`src/rtl/pds_pkg.sv`:
```
// Shared types and default constants for the PDS per-port power sequencer.
package pds_pkg;

    typedef enum logic [1:0] {
        OFF    = 2'd0,
        INRUSH = 2'd1,
        ON     = 2'd2,
        FAULT  = 2'd3
    } port_state_t;

    localparam int unsigned NUM_PORTS_DEF  = 8;
    localparam int unsigned INRUSH_CYC_DEF = 16;
    localparam int unsigned OC_FILT_DEF    = 4;

endpackage

```
`src/rtl/pds_port_fsm.sv`:
```
// One port's power sequencer: state register, inrush window counter and
// overcurrent filter. The inrush slot is granted externally.
module pds_port_fsm
    import pds_pkg::*;
#(
    parameter int unsigned INRUSH_CYC = INRUSH_CYC_DEF,
    parameter int unsigned OC_FILT    = OC_FILT_DEF
) (
    input  logic clk,
    input  logic reset_n,
    input  logic gnt,
    input  logic pg,
    input  logic oc,
    input  logic fault_clr,
    input  logic slot_gnt,
    output logic slot_req,
    output logic in_inrush,
    output logic pwr_en,
    output logic on,
    output logic fault
);

    localparam int unsigned ICW = $clog2(INRUSH_CYC + 1);
    localparam int unsigned OCW = $clog2(OC_FILT + 1);
    localparam logic [ICW-1:0] INRUSH_LAST = ICW'(INRUSH_CYC - 1);
    localparam logic [OCW-1:0] OC_LAST     = OCW'(OC_FILT - 1);
    localparam logic [OCW-1:0] OC_SAT      = OCW'(OC_FILT);

    port_state_t     state;
    logic [ICW-1:0]  icnt;
    logic [OCW-1:0]  ocnt;

    always_ff @(posedge clk) begin
        if (!reset_n) begin
            state <= OFF;
            icnt  <= '0;
            ocnt  <= '0;
        end else begin
            case (state)
                OFF: begin
                    if (slot_gnt) begin
                        state <= INRUSH;
                        icnt  <= '0;
                    end
                end
                INRUSH: begin
                    if (!gnt) begin
                        state <= OFF;
                    end else if (icnt == INRUSH_LAST) begin
                        state <= pg ? ON : FAULT;
                        ocnt  <= '0;
                    end else begin
                        icnt <= icnt + ICW'(1);
                    end
                end
                ON: begin
                    // grant removal outranks both pg loss and an OC trip
                    if (!gnt) begin
                        state <= OFF;
                    end else if (!pg) begin
                        state <= FAULT;
                    end else if (oc) begin
                        if (ocnt == OC_LAST) begin
                            state <= FAULT;
                            ocnt  <= OC_SAT;
                        end else begin
                            ocnt <= ocnt + OCW'(1);
                        end
                    end else begin
                        ocnt <= '0;
                    end
                end
                FAULT: begin
                    if (fault_clr) begin
                        state <= OFF;
                    end
                end
                default: state <= OFF;
            endcase
        end
    end

    assign slot_req  = (state == OFF) && gnt;
    assign in_inrush = (state == INRUSH);
    assign pwr_en    = (state == INRUSH) || (state == ON);
    assign on        = (state == ON);
    assign fault     = (state == FAULT);

endmodule

```
`src/rtl/pds_port_seq.sv`:
```
// Per-port power sequencer: one FSM per port, a single shared inrush slot
// given to the lowest-index requester whenever no port is ramping.
module pds_port_seq
    import pds_pkg::*;
#(
    parameter int unsigned numPorts   = NUM_PORTS_DEF,
    parameter int unsigned INRUSH_CYC = INRUSH_CYC_DEF,
    parameter int unsigned OC_FILT    = OC_FILT_DEF
) (
    input  logic                clk,
    input  logic                reset_n,
    input  logic [numPorts-1:0] gnt,
    input  logic [numPorts-1:0] pg,
    input  logic [numPorts-1:0] oc,
    input  logic [numPorts-1:0] fault_clr,
    output logic [numPorts-1:0] pwr_en,
    output logic [numPorts-1:0] on,
    output logic [numPorts-1:0] fault,
    output logic                inrush_busy
);

    logic [numPorts-1:0] slot_req;
    logic [numPorts-1:0] slot_gnt;
    logic [numPorts-1:0] in_inrush;

    for (genvar i = 0; i < numPorts; i++) begin : g_port
        pds_port_fsm #(
            .INRUSH_CYC (INRUSH_CYC),
            .OC_FILT    (OC_FILT)
        ) u_fsm (
            .clk       (clk),
            .reset_n   (reset_n),
            .gnt       (gnt[i]),
            .pg        (pg[i]),
            .oc        (oc[i]),
            .fault_clr (fault_clr[i]),
            .slot_gnt  (slot_gnt[i]),
            .slot_req  (slot_req[i]),
            .in_inrush (in_inrush[i]),
            .pwr_en    (pwr_en[i]),
            .on        (on[i]),
            .fault     (fault[i])
        );
    end

    assign inrush_busy = |in_inrush;

    always_comb begin
        logic found;
        found    = 1'b0;
        slot_gnt = '0;
        if (!inrush_busy) begin
            for (int unsigned i = 0; i < numPorts; i++) begin
                if (slot_req[i] && !found) begin
                    slot_gnt[i] = 1'b1;
                    found       = 1'b1;
                end
            end
        end
    end

endmodule

```
`config.mk`:
```
export PLATFORM = sky130hd
export DESIGN_NAME = pds_port_seq
export DESIGN_NICKNAME = d
export VERILOG_FILES = /design/src/rtl/pds_pkg.sv /design/src/rtl/pds_port_fsm.sv /design/src/rtl/pds_port_seq.sv
export SDC_FILE = /design/constraint.sdc
export NUM_CORES = 1
export LEC_CHECK = 0
export CORE_MARGIN = 8
export CORE_UTILIZATION = 60
export DETAILED_ROUTE_END_ITERATION = 16
export DONT_BUFFER_PORTS = 1
export GPL_ROUTABILITY_DRIVEN = 0
export PLACE_DENSITY = 0.81
export RECOVER_POWER = 25
export SYNTH_ARGS = -nofsm -noshare
export SYNTH_HDL_FRONTEND = slang
export SYNTH_SLANG_ARGS = --single-unit
```
`constraint.sdc`:
```
create_clock -name clk -period 3.6 [get_ports clk]
set_clock_uncertainty 0.15 [all_clocks]
set_input_delay 0.9 -clock clk [delete_from_list [all_inputs] [get_ports clk]]
set_output_delay 0.9 -clock clk [all_outputs]
set_load 0.005 [all_outputs]
```
---- Yosys cells after proc, flatten, opt, wreduce, memory -nomap -nowiden ----
Index checks and enable logic that the tools add are counted.
storage, ports and cells
  logic and storage cells ................. 429
  output and inout port bits .............. 25
  memories kept ........................... 0
  bits in writable memories ............... 0
  memory bits (read-only) ................. 0
  register bits after elaboration ......... 80
  latch bits .............................. 0
operators by class
  add/subtract/negate cells ............... 16
  reductions and logical operators ........ 79
  equal/unequal tests ..................... 120
  bitwise gates (word level) .............. 0
  multipliers ............................. 0
  $lt $le $gt $ge ......................... 0
  shift-type cells ........................ 0
  divide/modulo/power cells ............... 0
  mux-type cells .......................... 190
operators with widths
  operator                                        count
  2-to-1 mux 3 bit                                48
  2-to-1 mux 2 bit                                64
  2-to-1 mux 5 bit                                24
  inequality test 2 bit (second input constant)   56
  one-hot mux 5 bit (2 select lines)              8
  AND reduction 5 bit                             16
  inequality test 4 bit (second input constant)   16
  one-hot mux 2 bit (4 select lines)              8
  one-hot mux 3 bit (2 select lines)              8
  adder 5 x 1 -> 5 bit (second input constant)    8
  == test 5 x 4 -> 1 bit (second input constant)  8
  == test 2 bit (second input constant)           16
  AND reduction 4 bit                             8
  nonzero test 2 bit                              16
  2-to-1 mux 1 bit                                29
  adder 3 x 1 -> 3 bit (second input constant)    8
  == test 3 x 2 -> 1 bit (second input constant)  8
  inequality test 3 bit (second input constant)   8
  == test 2 x 1 -> 1 bit (second input constant)  8
  logical NOT 2 bit                               8
  logical AND 1 bit                               15
  logical OR 1 bit                                8
  2-to-1 mux 8 bit                                1
  OR reduction 8 bit                              1
  logical NOT 1 bit                               7

---- Logic depth before layout (Yosys ltp) ----
Gate-level depths: netlist of the first run.
  word-level depth ........................ 34
  depth in mapped cells ................... 9
  gate-level depth less buffers ........... 8

---- Cells and area by module ----
Synthesis of the first run repeated with hierarchy kept, for this count alone.
unflattened totals
  cell total of the unflattened synthesis .. 602
  area total of the unflattened synthesis .. 5,475.3 um^2
modules (own cells, without submodules)
  module                              area an instance (um^2)  cells an instance  times used
  pds_port_fsm (g_port[3].u_fsm ...)  658.1                    73                 4
  pds_port_fsm (g_port[0].u_fsm ...)  661.9                    72                 2
  pds_port_fsm (g_port[4].u_fsm)      679.4                    73                 1
  pds_port_fsm (g_port[2].u_fsm)      659.4                    72                 1
  pds_port_seq                        180.2                    21                 1

---- Least setup slack after synthesis of the first run ----
Ideal clock, no wire load.
  path type ............................... register to register
  start point ............................. register g_port[7].u_fsm.state[1]
  end point ............................... register g_port[1].u_fsm.icnt[3]
  cell stages (with the launch flop) ...... 9
  slack ................................... 1.033 ns
  clock period less this slack ............ 2.567 ns
  required time ........................... 3.375 ns
  arrival time ............................ 2.342 ns
  path through ............................ dfxtp_1 -> inv_1 -> ha_1 -> buf_2 -> or4_4 -> o41ai_4 -> nand2_2 -> or4_1 -> o22ai_1
between the ends
  longest elaborated chain between the ends .. 5
RTL lines
  what                                    line                text
  from (decl)                             pds_port_fsm.sv:29  port_state_t state;
  from (signal assigned)                  pds_port_fsm.sv:50  state <= pg ? ON : FAULT;
  == test 2 x 1 -> 1 bit                  pds_port_fsm.sv:84  assign in_inrush = (state == INRUSH);
  OR reduction 8 bit                      pds_port_seq.sv:46  assign inrush_busy = |in_inrush;
  2-to-1 mux 8 bit                        pds_port_seq.sv:52  if (!inrush_busy) begin
  inequality test 2 bit (no source line)  --
  AND reduction 4 bit (no source line)    --
  to (signal assigned)                    pds_port_fsm.sv:53  icnt <= icnt + ICW'(1);
  to (decl)                               pds_port_fsm.sv:30  logic [ICW-1:0] icnt;
Every way passes these cells.
A chain may end at the register's enable or synchronous reset.

---- Worst setup path in the final report of the first run ----
  start point ............................. register g_port[6].u_fsm.state[1]
  end point ............................... output port inrush_busy
between the ends
  longest elaborated chain between the ends .. 2
RTL lines
  what                    line                text
  from (decl)             pds_port_fsm.sv:29
  from (signal assigned)  pds_port_fsm.sv:50
  == test 2 x 1 -> 1 bit  pds_port_fsm.sv:84
  OR reduction 8 bit      pds_port_seq.sv:46
  to (decl)               pds_port_seq.sv:19  output logic inrush_busy
Every way passes these cells.

==> flow_metrics.py, run 1 <==
metrics = {
    "clock_network": {
        "worstSkewPairLatency_ns": 0.35,
        "cts_tree": "built",
        "clk_pin_slew_ns": 0.08,
        "htree_levels": 3,
        "cts-root-buf": "clkbuf_8",
        "clockBufferDepth": 2,
        "cts_resized": 0,
        "cts_hold_buf": 0,
        "cts_buffers": 9,
        "post_cts_buffers": 0,
        "cts.sinks": 80,
    },
    "sta": {
        "slew_viol_final": 0,
        "rsz0062_at_grt": "no",
        "period_needed_ns": 3.051,
        "fin_crit_sh_pct": 84.75,
        "slew_headroom_pct": 51.41,
        "clock.fmax_ghz": 0.3278,
        "final-hold-violation-count": 0,
        "tightest_slew_ns": 0.7229,
        "setup_tns_ns": 0,
        "setup_viol": 0,
    },
    "power_and_ir_drop": {
        "p_leak_uw": 0.002134,
        "pwr-share-clk_pct": 23.3,
        "p_comb_share_pct": 41.7,
        "ir_worst_vdd_uv": 283.7,
        "p_switching_uw": 1081,
        "p_seq_share_pct": 35.0,
        "finalPower_uw": 2774,
        "switching_share_pct": 38.97,
        "power_density_mw_per_mm2": 502.6,
        "intPower_uw": 1693,
    },
    "critical_path": {
        "worstPathArrival_ns": 2.00,
        "reg2reg_slack_ns": 0.57,
        "critical_path.slowest_cell": "nor4_2",
        "rr_startpoint": "g_port[6].u_fsm.state[1]$_SDFFE_PN0P_",
        "path_max_fanout": 9,
        "crit_path_max_incr_delay_ns": 0.55,
        "crit_type": "reg -> out",
        "worstSetupStartpointType": "flop",
        "timing.rr.end": "g_port[5].u_fsm.state[1]$_SDFFE_PN0P_",
        "path_delay_family": "simple AND/OR/NAND/NOR gates",
        "rr_worst_depth": 8,
        "critPathBufInv": 2,
        "cp-end-kind": "output pin",
        "path_cells": "inv_1 > ha_1 > buf_4 > nor4_2 > nand2_1",
        "critical_path_required_ns": 2.55,
    },
    "hold_path": {
        "hold_path_end": "g_port[7].u_fsm.icnt[3]$_SDFFE_PN0P_",
        "hp-class": "reg -> reg",
        "whs_path_depth": 1,
        "hp-start": "g_port[7].u_fsm.icnt[3]$_SDFFE_PN0P_",
    },
    "routing": {
        "wl_per_cell_um": 15.54,
        "ant_nets": 0,
        "drt-initial-drc-count": 254,
        "vias": 4527,
        "firstDrtPassIters": 5,
        "viasPerCell": 6.126,
        "drc_errors": 0,
        "finalWirelength_um": 11480,
    },
    "synthesis": {
        "yosys-top-cells-count": "dfxtp_1 (80), ha_1 (70), nor2_1 (60)",
        "yosysMostFrequentCell": "dfxtp_1",
        "synth-edff-count": 0,
        "synthCells": 658,
        "yosysTopAreaCellShare_pct": 29.54,
        "ys.flop_type": "dfxtp_1",
        "yosys.area.top_type": "dfxtp_1",
        "yosysSeqAreaShare_pct": 29.54,
        "synth.distinct_cells": 62,
        "synth.avg_cell_area_sq_um": 8.239,
        "yosysWarnings": 0,
        "netlist_area_sq_mm": 0.005421,
        "ys_async_sr_fraction_pct": 0,
        "syn_nets": 762,
        "ys_seq_elements": 80,
        "synth_area_leaders": "dfxtp_1 (30%), ha_1 (16%), mux2i_1 (4.2%), nor2_1 (4.2%), inv_1 (3.8%)",
    },
    "layout": {
        "syn_to_final_growth_pct": 1.800,
        "drive_gt1_share_pct": 5.547,
        "final_nets": 731,
        "postLayoutCoreUtil_pct": 62.98,
        "diodes": 0,
    },
    "floorplan": {
        "io_pins": 59,
        "start_util_pct": 61.86,
        "die_area_sq_mm": 0.01233,
        "core_area_sq_mm": 0.008763,
        "die_h_um": 111.1,
        "num_rows": 34,
        "die_x_um": 111.1,
    },
    "place": {
        "port_buffers": 0,
        "dp_hpwl_um": 8722,
    },
    "global_routing": {
        "grt-ovfl-total": 0,
        "grt_pass1_vias": 4259,
        "grtUsageTotal_pct": 18.10,
        "antenna_found_initial": 0,
        "grt_max_degree": 35,
        "grt_pass1_wl_um": 19480,
    },
    "run": {
        "max_cap_viol_count": 0,
    },
    "outcome": {
        "status": "complete, no violations",
    },
}
-- registers in the layout, summed over array words and instances, names as in the netlist --
name                cells
g_port.u_fsm.icnt      40
g_port.u_fsm.state     16
g_port.u_fsm.ocnt      24
-- layout make-up --
cell class	instances	area (sq um)
Fill cell	746	3244
Sequential cell	80	1602
Tap cell	108	135.1
Timing Repair Buffer	4	42.54
Multi-Input combinational cell	477	3342
Inverter	55	206.4
Clock buffer	13	178.9
Clock inverter	2	12.51
-- through the flow --
step                      setup WS (ns)  area (sq um)  cells  hold slack [ns]
after floorplan                   1.033          5421    658           0.2739
after global placement           0.6826          5328    724           0.2942
after detailed placement         0.6201          5328    724           0.3056
after CTS                        0.5401          5519    739           0.3189
after global routing             0.4025          5519    739           0.3381
final                            0.5489          5519    739           0.3153
-- kinds of logic (layout without fill, tap and decap cells) --
| kind of cell | count (synthesis) | count (layout) | share of synthesized area, % |
|---|---|---|---|
| XOR/XNOR | 2 | 2 | 0.3232 |
| AO/OA/AOI/OAI | 149 | 149 | 18.95 |
| buffers and inverters | 101 | 74 | 8.816 |
| AND/OR/NAND/NOR | 231 | 231 | 21.56 |
| flip-flops | 80 | 80 | 29.54 |
| multiplexers | 25 | 25 | 4.662 |
| adder cells (fa/ha/maj) | 70 | 70 | 16.16 |
-- routing by layer --
layer  vias up  track usage (%)  part of all wire [%]
met5         -                0                     0
met1      2134            21.12                    43
met4         0            5.778                   1.4
met2       122            30.80                    48
met3        15            5.574                   6.9
li1       2256                -                     -
-- power groups by stage --
stage / Clock [uW] / Sequential (uW) / Combinational, uW
4_1_cts: 656 / 971 / 1150
2_1_floorplan: 0 / 981 / 971
3_5_place_dp: 0 / 992 / 1150
5_1_grt: 689 / 979 / 1280
6_report: 645 / 972 / 1160
3_3_place_gp: 0 / 987 / 1110
-- worst max-delay path by stage --
stage	cells after the start	to	slack, ns	start
after floorplan	8	g_port[1].u_fsm.icnt[3]$_SDFFE_PN0P_	1.03	g_port[7].u_fsm.state[1]$_SDFFE_PN0P_
after global placement	8	g_port[5].u_fsm.state[1]$_SDFFE_PN0P_	0.68	g_port[6].u_fsm.state[1]$_SDFFE_PN0P_
after detailed placement	8	g_port[5].u_fsm.state[1]$_SDFFE_PN0P_	0.62	g_port[6].u_fsm.state[1]$_SDFFE_PN0P_
after CTS	5	inrush_busy	0.54	g_port[6].u_fsm.state[1]$_SDFFE_PN0P_
after global routing	8	g_port[5].u_fsm.state[1]$_SDFFE_PN0P_	0.40	g_port[6].u_fsm.state[1]$_SDFFE_PN0P_
final	5	inrush_busy	0.55	g_port[6].u_fsm.state[1]$_SDFFE_PN0P_
-- cells in the final DEF, fill, tap and decap left out, types with 6 or more instances in the layout --
cell type / Yosys / routed
nand3_1: 21 / 21
a21oi_1: 39 / 39
ha_1: 70 / 70
o22ai_1: 6 / 6
nor2b_1: 14 / 14
o21ai_0: 30 / 30
dfxtp_1: 80 / 80
inv_1: 55 / 55
a311oi_1: 8 / 8
and3_1: 12 / 12
clkbuf_8: 0 / 13
mux2i_1: 23 / 23
nor2_1: 60 / 60
a211oi_1: 9 / 9
nand2b_1: 16 / 16
nand4_1: 15 / 15
nand2_1: 51 / 51
nor3_1: 15 / 15
nand3b_1: 6 / 6
(Power assumes the default switching activity.)
==> run 2: changes to the inputs <==
--- a/config.mk
+++ b/config.mk
@@ -6,7 +6,7 @@
 export NUM_CORES = 1
 export LEC_CHECK = 0
 export CORE_MARGIN = 8
-export CORE_UTILIZATION = 60
+export CORE_UTILIZATION = 58
 export DETAILED_ROUTE_END_ITERATION = 16
 export DONT_BUFFER_PORTS = 1
 export GPL_ROUTABILITY_DRIVEN = 0
==> constraint.sdc (replaced) <==
create_clock -name clk -period 2.7 [get_ports clk]
set_clock_uncertainty 0.15 [all_clocks]
set_input_delay 0.675 -clock clk [delete_from_list [all_inputs] [get_ports clk]]
set_output_delay 0.675 -clock clk [all_outputs]
set_load 0.005 [all_outputs]
==> flow_metrics.py, run 2 (synthesis results as in run 1) <==
metrics = {
    "global_routing": {
        "grt_max_degree": 42,
        "grt_pass1_wl_um": 20820,
        "grt_pass1_vias": 4545,
        "grt-ovfl-total": 0,
        "antenna_found_initial": 1,
        "grtUsageTotal_pct": 19.47,
    },
    "sta": {
        "clock.fmax_ghz": 0.3810,
        "slew_viol_final": 0,
        "period_needed_ns": 2.625,
        "fin_crit_sh_pct": 97.21,
        "setup_viol": 0,
        "setup_tns_ns": 0,
        "slew_headroom_pct": 57.36,
        "tightest_slew_ns": 0.6330,
        "rsz0062_at_grt": "no",
        "final-hold-violation-count": 0,
        "worst_slack_ns": 0.07532,
    },
    "power_and_ir_drop": {
        "power_density_mw_per_mm2": 679.8,
        "p_leak_uw": 0.002200,
        "ir_worst_vdd_uv": 360.6,
        "finalPower_uw": 3839,
    },
    "routing": {
        "viasPerCell": 6.028,
        "finalWirelength_um": 12040,
        "drt-initial-drc-count": 209,
        "ant_nets": 0,
        "wl_per_cell_um": 15.94,
        "drc_errors": 0,
        "firstDrtPassIters": 5,
        "vias": 4551,
    },
    "layout": {
        "layout_common_cells": "dfxtp_1 (76), ha_1 (69), nor2_1 (59)",
        "fillers": 758,
        "multiInputGateArea_sq_mm": 0.003388,
        "regMostFlops": "g_port.u_fsm.icnt",
        "drive_gt1_share_pct": 8.709,
        "final_common_cell": "dfxtp_1",
        "largest_registers": "g_port.u_fsm.icnt x40, g_port.u_fsm.ocnt x24, g_port.u_fsm.state x16",
        "largest_register_ffs": 40,
        "seq_area_sq_mm": 0.001607,
        "syn_to_final_growth_pct": 4.177,
        "final_nets": 743,
        "final-instance-count-excl-fill": 755,
    },
    "place": {
        "port_buffers": 0,
        "place_inst": 737,
        "dp_slack_ns": -0.06365,
        "dp_hpwl_um": 9266,
    },
    "clock_network": {
        "cts-root-buf": "clkbuf_8",
        "clk_pin_slew_ns": 0.08,
        "cts_hold_buf": 0,
        "cts_buffers": 9,
        "cts.sinks": 80,
        "worstSkewPairLatency_ns": 0.35,
        "htree_levels": 3,
        "clockBufferDepth": 2,
        "cts_tree": "built",
    },
    "floorplan": {
        "die_x_um": 112.7,
        "num_rows": 35,
        "core_area_sq_mm": 0.009153,
        "start_util_pct": 59.23,
        "die_area_sq_mm": 0.01270,
        "io_pins": 59,
        "die_h_um": 112.7,
    },
    "hold_path": {
        "hp-class": "in -> reg",
    },
    "critical_path": {
        "critical_path_required_ns": 2.81,
        "critical_path.slowest_cell": "or4_4",
        "critPathBufInv": 1,
        "worstSetupStartpointType": "flop",
        "crit_path_max_incr_delay_ns": 0.60,
        "cp-end-kind": "flop",
        "crit_type": "reg -> reg",
        "worstPathArrival_ns": 2.74,
        "path_delay_family": "compound AO/OA/AOI/OAI gates",
        "reg2reg_slack_ns": 0.08,
        "path_cells": "inv_1 > ha_1 > or4_4 > a2111oi_4 > nand4_1 > a21o_1 > a221oi_2",
        "path_max_fanout": 5,
    },
    "outcome": {
        "status": "complete, no violations",
    },
    "run": {
        "max_cap_viol_count": 0,
    },
}
## run 2: where the power goes
group	internal (uW)	switching, uW	leakage (uW)	total, uW
clock	377	425	0.0000882	802
sequential	1240	60.1	0.000647	1300
combinational	713	1030	0.00146	1740
total	2330	1510	0.00220	3840
## run 2: layout make-up
class	instances	area share, %
Antenna cell	1	0.04431
Clock buffer	12	2.747
Clock inverter	3	0.3101
Inverter	55	3.655
Multi-Input combinational cell	477	59.99
Sequential cell	80	28.44
Tap cell	111	2.459
Timing Repair Buffer	16	2.348
## run 2: path summary, 6_finish.rpt
kind	from	cells past startpoint	endpoint
worst max-delay path	g_port[5].u_fsm.state[1]$_SDFFE_PN0P_	7	g_port[7].u_fsm.state[0]$_SDFFE_PN0P_
worst min register to register	g_port[5].u_fsm.icnt[4]$_SDFFE_PN0P_	2	g_port[5].u_fsm.icnt[4]$_SDFFE_PN0P_
worst max register to register	g_port[5].u_fsm.state[1]$_SDFFE_PN0P_	7	g_port[7].u_fsm.state[0]$_SDFFE_PN0P_
worst min-delay path	reset_n	1	g_port[5].u_fsm.state[0]$_SDFFE_PN0P_
## run 2: worst register-to-register path, stage by stage (launching register included)
cell and delay (ns):
dfxtp_2 0.36, inv_1 0.08, ha_1 0.21, or4_4 0.60, a2111oi_4 0.43, nand4_1 0.25, a21o_1 0.23, a221oi_2 0.24
## run 2: timing repair
| item | 4_1_cts | 5_1_grt |
|---|---|---|
| endpoints found under the hold margin | 0 | 0 |
| pin swaps | 1 | 7 |
| endpoints found under the setup margin | 6 | 16 |
| buffers inserted | 0 | 2 |
| resized for setup | 2 | 10 |
## run 2: per-stage QoR
| step | util, % | hold slack, ns | area [sq um] |
|---|---|---|---|
| 6_report | 61.71 | 0.3024 | 5648 |
| 3_5_place_dp | 59.07 | 0.2984 | 5406 |
| 5_1_grt | 61.71 | 0.2964 | 5648 |
| 4_1_cts | 61.12 | 0.2890 | 5594 |
| 3_3_place_gp | 59.07 | 0.2916 | 5406 |
| 2_1_floorplan | - | 0.2739 | 5421 |
## run 2: layer usage
metal / track usage, % / share of wire [%] / wire (um)
met1: 21.61 / 42 / 5067
met2: 34.72 / 50 / 5992
met3: 5.904 / 6.7 / 802
met4: 6.025 / 1.4 / 173
met5: 0 / 0 / 0
==> run 3: changes to the inputs <==
--- a/config.mk
+++ b/config.mk
@@ -10,8 +10,10 @@
 export DETAILED_ROUTE_END_ITERATION = 16
 export DONT_BUFFER_PORTS = 1
 export GPL_ROUTABILITY_DRIVEN = 0
+export GPL_TIMING_DRIVEN = 0
 export PLACE_DENSITY = 0.81
 export RECOVER_POWER = 25
+export SKIP_CTS_REPAIR_TIMING = 1
 export SYNTH_ARGS = -nofsm -noshare
 export SYNTH_HDL_FRONTEND = slang
 export SYNTH_SLANG_ARGS = --single-unit
==> flow_metrics.py, run 3 (synthesis results as in run 1) <==
metrics = {
    "outcome": {
        "status": "finished, violations left",
        "violations": "setup timing",
    },
    "routing": {
        "ant_nets": 0,
        "finalWirelength_um": 13080,
        "firstDrtPassIters": 5,
        "viasPerCell": 6.131,
        "wl_per_cell_um": 16.47,
        "drc_errors": 0,
        "drt-initial-drc-count": 249,
        "vias": 4868,
    },
    "layout": {
        "largest_registers": "g_port.u_fsm.icnt x40, g_port.u_fsm.ocnt x24, g_port.u_fsm.state x16",
        "final_nets": 783,
        "postLayoutCellArea_sq_mm": 0.006016,
        "drive_gt1_share_pct": 14.20,
        "syn_to_final_growth_pct": 10.96,
        "regMostFlops": "g_port.u_fsm.icnt",
        "layout_common_cells": "dfxtp_1 (74), ha_1 (62), nor2_1 (58)",
        "largest_register_ffs": 40,
        "final_common_cell": "dfxtp_1",
        "diodes": 0,
    },
    "global_routing": {
        "grtUsageTotal_pct": 19.66,
        "antenna_found_initial": 0,
        "grt_max_degree": 14,
        "grt_pass1_vias": 4735,
        "grt-ovfl-total": 0,
        "grt_pass1_wl_um": 20940,
    },
    "clock_network": {
        "cts_tree": "built",
        "worstSkewPairLatency_ns": 0.36,
        "clockBufferDepth": 2,
        "cts.sinks": 80,
        "htree_levels": 3,
        "cts-root-buf": "clkbuf_8",
        "cts_buffers": 9,
        "clk_pin_slew_ns": 0.08,
    },
    "floorplan": {
        "die_h_um": 112.7,
        "die_x_um": 112.7,
        "die_area_sq_mm": 0.01270,
        "num_rows": 35,
        "start_util_pct": 59.23,
        "io_pins": 59,
        "core_area_sq_mm": 0.009153,
    },
    "sta": {
        "worst_slack_ns": -0.02009,
        "clock.fmax_ghz": 0.3676,
        "setup_tns_ns": -0.02009,
        "tightest_slew_ns": 0.7888,
        "final-hold-violation-count": 0,
        "fin_crit_sh_pct": 100.7,
        "setup_viol": 1,
        "slew_viol_final": 0,
        "rsz0062_at_grt": "yes",
        "slew_headroom_pct": 47.41,
        "period_needed_ns": 2.720,
    },
    "hold_path": {
        "hp-class": "in -> reg",
        "hp-start": "oc[7]",
    },
    "power_and_ir_drop": {
        "power_density_mw_per_mm2": 704.6,
        "ir_worst_vdd_uv": 458.2,
        "p_leak_uw": 0.002369,
    },
    "run": {
        "max_cap_viol_count": 0,
    },
    "place": {
        "dpl_cell_area_sq_mm": 0.005560,
        "dp_hpwl_um": 9652,
        "port_buffers": 0,
    },
    "critical_path": {
        "worstSetupStartpointType": "flop",
        "path_max_fanout": 7,
        "cp-end-kind": "flop",
        "critical_path_required_ns": 2.82,
        "rr_startpoint": "g_port[1].u_fsm.state[1]$_SDFFE_PN0P_",
        "crit_type": "reg -> reg",
        "startpoint": "g_port[1].u_fsm.state[1]$_SDFFE_PN0P_",
        "worstPathArrival_ns": 2.84,
    },
}
## run 3: changes by cell type in the layout (fill, tap and decap cells not counted), sizes merged
cell      before  now
diode          1    0
clkbuf        12   28
bufinv         0    2
buf           16   37
clkinvlp       1    2
## run 3: power by group
part           total, uW  internal (uW)  switching [uW]  leakage, uW
clock                966            512             454     0.000101
sequential          1310           1240            73.6     0.000649
combinational       1960            851            1110      0.00162
total               4240           2600            1640      0.00237
## run 3: worst paths after layout
check | slack [ns] | endpoint | cells after the start
setup / recovery | -0.02 | g_port[1].u_fsm.icnt[3]$_SDFFE_PN0P_ | 8
hold / removal | 0.32 | g_port[7].u_fsm.ocnt[1]$_SDFFE_PN0P_ | 2
setup reg to reg | -0.02 | g_port[1].u_fsm.icnt[3]$_SDFFE_PN0P_ | 8
hold reg to reg | 0.32 | g_port[5].u_fsm.icnt[4]$_SDFFE_PN0P_ | 2
## run 3: through the flow
stage / instances / power (uW) / util [%] / hold WS [ns] / setup slack [ns]
4_1_cts: 784 / 3903 / 63.03 / 0.3165 / -0.2842
2_1_floorplan: 658 / 2603 / - / 0.2739 / 0.1327
3_5_place_dp: 769 / 2941 / 60.75 / 0.2974 / -0.2469
5_1_grt: 794 / 4468 / 65.73 / 0.3346 / -0.1207
6_report: 794 / 4239 / 65.73 / 0.3196 / -0.02009
3_3_place_gp: 769 / 2881 / 60.75 / 0.2948 / -0.1881
## run 3: critical path, cell delays in order (launching register included)
cell and delay, ns:
dfxtp_2 0.36, inv_2 0.06, ha_4 0.15, buf_6 0.13
or4_4 0.58, o41ai_4 0.39, nand2_2 0.14, or4_1 0.52
o22ai_1 0.16
## run 3: layer usage
layer  track usage [%]  share of wire [%]
met4             8.993                2.0
met3             4.133                6.9
met2             35.12                 50
met5                 0                  0
met1             21.83                 41
## run 3: layout make-up
type,instances,area (sq um)
tap,111,138.9
inverter,55,206.4
sequential,80,1612
buffer,43,277.8
fill,716,3137
timing repair buffer,13,97.59
clock inverter,6,85.08
clock buffer,9,123.9
multi-input combinational,477,3475
